**src/rtl/branch_predict_ctrl_if.sv**
```systemverilog
// Execute-stage resolve, fetch lookup and redirect signals for branch_predict_ctrl.
// The master side is the pipeline (fetch + execute); the slave side is the controller.
interface branch_predict_ctrl_if;
   logic [31:0] if_pc;
   logic        pred_taken;
   logic        ex_valid;
   logic        ex_ready;
   logic [31:0] ex_pc;
   logic [2:0]  ex_br_type;
   logic [31:0] ex_rdata1;
   logic [31:0] ex_rdata2;
   logic [31:0] ex_target;
   logic        ex_pred_taken;
   logic        flush;
   logic        redir_valid;
   logic [31:0] redir_pc;
   logic        redir_ready;
   logic [31:0] mispredict_cnt;

   modport master (
      output if_pc, ex_valid, ex_pc, ex_br_type, ex_rdata1, ex_rdata2,
             ex_target, ex_pred_taken, redir_ready,
      input  pred_taken, ex_ready, flush, redir_valid, redir_pc, mispredict_cnt
   );

   modport slave (
      input  if_pc, ex_valid, ex_pc, ex_br_type, ex_rdata1, ex_rdata2,
             ex_target, ex_pred_taken, redir_ready,
      output pred_taken, ex_ready, flush, redir_valid, redir_pc, mispredict_cnt
   );
endinterface

```
**src/rtl/branch_predict_ctrl.sv**
```systemverilog
// Execute-stage branch/JAL resolution with a 2-bit-counter BHT, mispredict
// flush pulse and a held redirect PC that waits for fetch to accept it.
module branch_predict_ctrl #(
   parameter int BHT_ENTRIES = 16
) (
   input logic                 clk,
   input logic                 rst,
   branch_predict_ctrl_if.slave bus
);
   localparam int IDX = $clog2(BHT_ENTRIES);

   typedef enum logic {IDLE, REDIRECT} state_e;

   state_e          state_q, state_d;
   logic [1:0]      bht_q [BHT_ENTRIES];
   logic [31:0]     redir_pc_q, redir_pc_d;
   logic [31:0]     cnt_q, cnt_d;
   logic            flush_q, flush_d;
   logic            bht_we;
   logic            resolve;
   logic            taken;
   logic            mispredict;
   logic [IDX-1:0]  ex_idx;
   logic [IDX-1:0]  if_idx;
   logic [1:0]      bht_upd;
   logic            unused_pc_bits;

   function automatic logic eval_taken(input logic [2:0] ty, input logic [31:0] a,
                                       input logic [31:0] b);
      logic signed [31:0] sa;
      logic signed [31:0] sb;
      sa = a;
      sb = b;
      case (ty)
         3'b001:  return a == b;
         3'b010:  return a != b;
         3'b011:  return sa < sb;
         3'b100:  return sa >= sb;
         3'b101:  return a < b;
         3'b110:  return a >= b;
         3'b111:  return 1'b1;
         default: return 1'b0;
      endcase
   endfunction

   function automatic logic [1:0] sat_counter(input logic [1:0] c, input logic up);
      if (up) return (c == 2'b11) ? c : c + 2'd1;
      else    return (c == 2'b00) ? c : c - 2'd1;
   endfunction

   assign ex_idx         = bus.ex_pc[IDX+1:2];
   assign if_idx         = bus.if_pc[IDX+1:2];
   assign unused_pc_bits = ^{bus.if_pc[31:IDX+2], bus.if_pc[1:0]};

   assign resolve    = bus.ex_valid && (state_q == IDLE) && (bus.ex_br_type != 3'b000);
   assign taken      = eval_taken(bus.ex_br_type, bus.ex_rdata1, bus.ex_rdata2);
   assign mispredict = taken != bus.ex_pred_taken;
   assign bht_upd    = sat_counter(bht_q[ex_idx], taken);

   // Lookup reads the registered table, so a same-cycle update is not bypassed.
   assign bus.pred_taken     = bht_q[if_idx][1];
   assign bus.ex_ready       = (state_q == IDLE);
   assign bus.redir_valid    = (state_q == REDIRECT);
   assign bus.redir_pc       = redir_pc_q;
   assign bus.flush          = flush_q;
   assign bus.mispredict_cnt = cnt_q;

   always_comb begin
      state_d    = state_q;
      redir_pc_d = redir_pc_q;
      cnt_d      = cnt_q;
      flush_d    = 1'b0;
      bht_we     = 1'b0;
      case (state_q)
         IDLE: begin
            if (resolve) begin
               bht_we = (bus.ex_br_type != 3'b111);
               if (mispredict) begin
                  redir_pc_d = taken ? bus.ex_target : bus.ex_pc + 32'd4;
                  cnt_d      = (&cnt_q) ? cnt_q : cnt_q + 32'd1;
                  flush_d    = 1'b1;
                  state_d    = REDIRECT;
               end
            end
         end
         REDIRECT: begin
            if (bus.redir_ready) state_d = IDLE;
         end
         default: state_d = IDLE;
      endcase
   end

   always_ff @(posedge clk) begin
      if (rst) begin
         state_q    <= IDLE;
         redir_pc_q <= 32'd0;
         cnt_q      <= 32'd0;
         flush_q    <= 1'b0;
         for (int i = 0; i < BHT_ENTRIES; i++) bht_q[i] <= 2'b01;
      end else begin
         state_q    <= state_d;
         redir_pc_q <= redir_pc_d;
         cnt_q      <= cnt_d;
         flush_q    <= flush_d;
         if (bht_we) bht_q[ex_idx] <= bht_upd;
      end
   end
endmodule

```
**src/flat_wrapper.sv**
```systemverilog
// flat-port wrapper written by rule: the top's interface ports become plain ports
module branch_predict_ctrl_flat 
#(
   parameter int BHT_ENTRIES = 16
)
  (clk, rst, bus_if_pc, bus_ex_valid, bus_ex_pc, bus_ex_br_type, bus_ex_rdata1, bus_ex_rdata2, bus_ex_target, bus_ex_pred_taken, bus_redir_ready, bus_pred_taken, bus_ex_ready, bus_flush, bus_redir_valid, bus_redir_pc, bus_mispredict_cnt);
  branch_predict_ctrl_if bus_i ();
  input logic clk;
  input logic rst;
  input wire logic [$bits(bus_i.if_pc)-1:0] bus_if_pc;
  input wire logic [$bits(bus_i.ex_valid)-1:0] bus_ex_valid;
  input wire logic [$bits(bus_i.ex_pc)-1:0] bus_ex_pc;
  input wire logic [$bits(bus_i.ex_br_type)-1:0] bus_ex_br_type;
  input wire logic [$bits(bus_i.ex_rdata1)-1:0] bus_ex_rdata1;
  input wire logic [$bits(bus_i.ex_rdata2)-1:0] bus_ex_rdata2;
  input wire logic [$bits(bus_i.ex_target)-1:0] bus_ex_target;
  input wire logic [$bits(bus_i.ex_pred_taken)-1:0] bus_ex_pred_taken;
  input wire logic [$bits(bus_i.redir_ready)-1:0] bus_redir_ready;
  output wire logic [$bits(bus_i.pred_taken)-1:0] bus_pred_taken;
  output wire logic [$bits(bus_i.ex_ready)-1:0] bus_ex_ready;
  output wire logic [$bits(bus_i.flush)-1:0] bus_flush;
  output wire logic [$bits(bus_i.redir_valid)-1:0] bus_redir_valid;
  output wire logic [$bits(bus_i.redir_pc)-1:0] bus_redir_pc;
  output wire logic [$bits(bus_i.mispredict_cnt)-1:0] bus_mispredict_cnt;
  assign bus_i.if_pc = bus_if_pc;
  assign bus_i.ex_valid = bus_ex_valid;
  assign bus_i.ex_pc = bus_ex_pc;
  assign bus_i.ex_br_type = bus_ex_br_type;
  assign bus_i.ex_rdata1 = bus_ex_rdata1;
  assign bus_i.ex_rdata2 = bus_ex_rdata2;
  assign bus_i.ex_target = bus_ex_target;
  assign bus_i.ex_pred_taken = bus_ex_pred_taken;
  assign bus_i.redir_ready = bus_redir_ready;
  assign bus_pred_taken = bus_i.pred_taken;
  assign bus_ex_ready = bus_i.ex_ready;
  assign bus_flush = bus_i.flush;
  assign bus_redir_valid = bus_i.redir_valid;
  assign bus_redir_pc = bus_i.redir_pc;
  assign bus_mispredict_cnt = bus_i.mispredict_cnt;
  branch_predict_ctrl #(.BHT_ENTRIES(BHT_ENTRIES)) u_core (.clk(clk), .rst(rst), .bus(bus_i));
endmodule
```
**config.mk**
```make
export PLATFORM = sky130hd
export DESIGN_NAME = branch_predict_ctrl_flat
export DESIGN_NICKNAME = d
export VERILOG_FILES = /design/src/rtl/branch_predict_ctrl_if.sv /design/src/rtl/branch_predict_ctrl.sv /design/src/flat_wrapper.sv
export SDC_FILE = /design/constraint.sdc
export NUM_CORES = 1
export LEC_CHECK = 0
export BUFFER_PORTS_ARGS = -buffer_cell sky130_fd_sc_hd__buf_4
export CAP_MARGIN = 20
export CORE_MARGIN = 4
export CORE_UTILIZATION = 52
export CTS_CLUSTER_SIZE = 10
export DETAILED_ROUTE_END_ITERATION = 10
export HOLD_SLACK_MARGIN = 0.15
export PLACE_DENSITY = 0.84
export RECOVER_POWER = 100
export SLEW_MARGIN = 20
export SYNTH_ARGS = -nofsm -noshare
export SYNTH_HDL_FRONTEND = slang
export SYNTH_SLANG_ARGS = --single-unit
```
**constraint.sdc**
```tcl
create_clock -name clk -period 8.4 [get_ports clk]
set_clock_uncertainty 0.1 [all_clocks]
set_input_delay 2.52 -clock clk [delete_from_list [all_inputs] [get_ports clk]]
set_output_delay 2.52 -clock clk [all_outputs]
set_load 0.01 [all_outputs]
```
; ---- Yosys cells after proc, flatten, opt, wreduce, memory -nomap -nowiden
; Memory sizes are Yosys's and may differ from the RTL's.
; Cells that the tools add are included.
[classes]
bitwise_logic = 2
order_cmp = 4
addsub = 4
muxes = 19
n_eq_ne = 12
reduce_logical = 9
[op_table]
columns = operator, count
row1 = greater-or-equal comparator 32 bit, 2
row2 = < comparator 32 bit, 2
row3 = adder 32 x 1 -> 32 bit (second input constant), 1
row4 = adder 32 x 3 -> 32 bit (second input constant), 1
row5 = equality test 32 bit, 1
row6 = two-way mux 32 bit, 1
row7 = inequality test 32 bit, 1
row8 = AND reduction 32 bit, 1
row9 = equality test 3 bit (second input constant), 4
row10 = two-way mux 1 bit, 11
row11 = two-way mux 2 bit, 4
row12 = one-hot mux 1 bit (7 select lines), 1
row13 = equality test 3 x 2 -> 1 bit (second input constant), 2
row14 = two-way mux 4 bit, 1
row15 = AND reduction 4 bit, 1
row16 = OR reduction 2 bit, 2
row17 = equality test 3 x 1 -> 1 bit (second input constant), 1
row18 = inequality test 3 bit (second input constant), 1
row19 = AND reduction 3 bit, 1
row20 = nonzero test 3 bit, 1
row21 = adder 2 x 1 -> 2 bit (second input constant), 1
row22 = equality test 2 bit (second input constant), 1
row23 = logical AND 1 bit, 2
row24 = logical NOT 2 bit, 1
row25 = other kinds (4), 5
[totals]
register_bits = 66
mem_bits_rw = 32
memories = 1
elab_cells = 55
[memory_table]
columns = memory, depth, word_bits, read_ports, rd_clocked_by_memory_dff, wr, line_no
row1 = u_core.bht_q, 16, 2, 2, 0, 16, branch_predict_ctrl.sv:15  ; logic [1:0] bht_q [BHT_ENTRIES];

; ---- Logic depth before layout (Yosys ltp)
[logic_depth]
ltp_word = 10
mapped_depth = 14

; ---- Least setup slack after synthesis
; Ideal clock, no wire load.
[synth_timing]
path_type = input to output
start = input port bus_if_pc[2]
end = output port bus_pred_taken
path_buffers = 0
required_ns = 5.780
arrival_time_ns = 3.484
stages = 2
path_slack_ns = 2.296
path_cell_list = mux4_2 mux4_2
[synth_via]
elab_chain_cells = 1
[synth_lines]
columns = item, line_no
row1 = from (decl), flat_wrapper.sv:10  ; input wire logic [$bits(bus_i.if_pc)-1:0] bus_if_pc;
row2 = memory read (16 x 2 bit), -
row3 = to (decl), flat_wrapper.sv:19  ; output wire logic [$bits(bus_i.pred_taken)-1:0] bus_pred_taken;
; No other way between the ends.

==> flow_summary.yaml <==
run_status:
  status: "finished with violations"
  violations: "max-capacitance violations, max-slew violations"
clock_network:
  clock_latency_ns: 0.33
  path_clk_slew_ns: 0.07
  root_buffer: "clkbuf_16"
  postCtsSetupBuffers: 0
  ctsHoldBuffers: 0
  clockBufferDepth: 2
  numCtsBuffers: 9
  h-tree-depth: 3
  clkSinkCount: 98
  cts_tree: "built"
  postCtsResizedCells: 0
yosys:
  yosysSeqAreaShare: 0.369
  syn_nets: 904
  synth-simple-area-share: 0.229
  synth_top_family_by_area: "simple AND/OR/NAND/NOR gates"
  synthMuxAreaShare: 0.0689
  avgSynthCellArea_sq_um: 8.86
  synthAdderAreaFrac: 0.0784
  synth_xor_area_frac: 0.0481
  synthArstFlopShare: 0
  yosysWarnings: 0
  yosysMostFrequentCell: "nand2_1"
  syn_inst: 699
  synth-main-ff-cell: "dfxtp_1"
  synthDistinctLibCells: 61
  synth_top_area_frac: 0.213
  synthTopCellsByCount: "nand2_1, dfxtp_1, nor2_1"
  yosysTopAreaCell: "dfxtp_1"
  synth_edf_count: 32
  ys_ff_latch: 98
  synth_area_sq_mm: 0.00619
  synth.area.top_cells: "dfxtp_1, edfxtp_1, ha_1"
  synth-compound-area-share: 0.157
grt:
  antenna_found_initial: 0
  grt_pass1_wl_um: 27400
  grt_overflow: 0
  grt_pass1_vias: 5706
  grt_busiest_layer: "met2"
  grt_util_met1: 0.300
  gr-usage-met3: 0.0463
  grt.total_usage: 0.253
  grtUsageMet2: 0.460
  grt_start_max_net_pins: 48
die:
  core.rowCount: 39
  die_h_um: 117
  die_x_um: 117
  fp.dieArea_sq_mm: 0.0137
  io-pin-count: 236
  start_util: 0.537
  coreArea_sq_mm: 0.0115
power_and_ir_drop:
  finalPower_mw: 1.17
  seq_power_share: 0.444
  peakVddDrop_v: 0.000100
  p_sw_mw: 0.321
  cellLeakagePower_nw: 3.13
  p_sw_frac: 0.275
  power_frac_clock: 0.348
  p_int_mw: 0.847
  p_comb_frac: 0.208
  cellPowerDensity_mw_per_mm2: 149
sta:
  fin_tns_setup_ns: 0
  fmax_ghz: 0.143
  min_period_ns: 6.99
  slew_headroom: -0.366
  tightest_slew_ns: 2.05
  final_max_slew_viol_count: 48
  period_share: 0.832
  grt_setup_unrepaired: "no"
  hold_viol: 0
  setup_viol: 0
setup_path:
  cp_max_fo: 47
  startpoint_type: "primary input"
  crit_type: "primary input to flop"
  worstPathArrival_ns: 6.93
  cp-end-kind: "flop"
  reg2reg_depth: 9
  required_ns: 8.34
routing:
  wire_per_inst_um: 17.3
  routed_wl_um: 18000
  viasPerCell: 5.84
  drc: 0
  ant_nets: 0
  drt-initial-drc-count: 395
  vias: 6066
  drt_first_pass_iters: 5
layout:
  num_antenna_cells: 0
  drive_gt1_frac: 0.202
  area_growth_pct: 26.4
  nets: 1095
place:
  io_buffers: 207
  place_congestion: 0.845
  hpwlAfterDp_um: 13800
hold_path:
  min_path_type: "flop to flop"
  hold_path_depth: 1
run:
  maxCapViolCount: 1
layout by cell type (no fill, tap or decap), types with 6 or more instances in the layout:
master	n
a211oi_1	8
a21oi_1	42
a22o_1	16
and3_1	10
buf_4	141
clkbuf_1	71
clkbuf_16	9
dfxtp_1	66
edfxtp_1	32
ha_1	37
inv_1	46
mux4_2	14
nand2_1	86
nand3_1	43
nand4_1	23
nor2_1	56
nor2b_1	11
nor3_1	12
o21ai_0	25
o221ai_1	6
o22ai_1	11
o31ai_1	6
or3_1	7
or4_1	6
xnor2_1	21
xor2_1	13
stage by stage:
step	hold WS [ns]	instances	setup slack [ns]	area [sq um]	utilization
CTS	0.371	1038	1.94	8120	0.705
finish	0.367	1038	1.41	7820	0.679
global route	0.383	1038	1.01	7820	0.679
global placement	0.348	1022	1.83	7830	0.680
detailed placement	0.349	1022	1.79	7830	0.680
floorplan	0.393	699	2.30	6190	-
flip-flops by register name, summed over array words and instances, names as in the netlist:
name	cells
u_core.bus.redir_valid	1
u_core.bus.redir_pc	32
u_core.bus.flush	1
u_core.bus.mispredict_cnt	32
u_core.bht_q	32
cells by family (layout without fill, tap and decap cells):
| logic type | Yosys count | in the layout |
|---|---|---|
| AOI/OAI and AO/OA | 145 | 145 |
| xor gates and xnor gates | 34 | 34 |
| adders and majority gates | 39 | 39 |
| buffers and inverters | 79 | 275 |
| DFF | 98 | 98 |
| muxes | 24 | 24 |
| and+or+nand+nor | 280 | 280 |
worst max-delay path, cell delays in order:
cell and delay (ns):
clkbuf_1 1.43, clkinv_1 1.45, nand2_1 0.62, a31oi_1 0.20
and2_0 0.40, nand2_1 0.17, nand2_1 0.12
routing by layer:
layer	up-vias	share of wire
li1	2944	-
met3	34	0.075
met1	2845	0.39
met4	0	0.024
met2	243	0.51
met5	-	0
path summary, 6_finish.rpt:
check | start | end | slack [ns]
min | u_core.bus.redir_pc[11] | u_core.bus.redir_pc[11] | 0.37
max reg2reg | u_core.bus.mispredict_cnt[9] | u_core.bus.mispredict_cnt[29] | 4.75
max | rst | u_core.bht_q[6][1] | 1.41
min reg2reg | u_core.bus.redir_pc[11] | u_core.bus.redir_pc[11] | 0.37
area by class of cell:
type,count,area [sq um]
clock buffer,10,229
clock inverter,6,66.3
fill,1036,3690
inverter,47,176
multi-input combinational,522,3560
sequential,98,2280
tap,143,179
timing repair buffer,212,1330
power groups by stage:
stage / Clock [mW] / Sequential [mW] / Combinational [mW]
after global placement: 0 / 0.528 / 0.253
after detailed placement: 0 / 0.529 / 0.257
after global routing: 0.434 / 0.520 / 0.268
after floorplan: 0 / 0.533 / 0.132
final: 0.407 / 0.518 / 0.242
after CTS: 0.414 / 0.519 / 0.258
(Power assumes the default switching activity.)
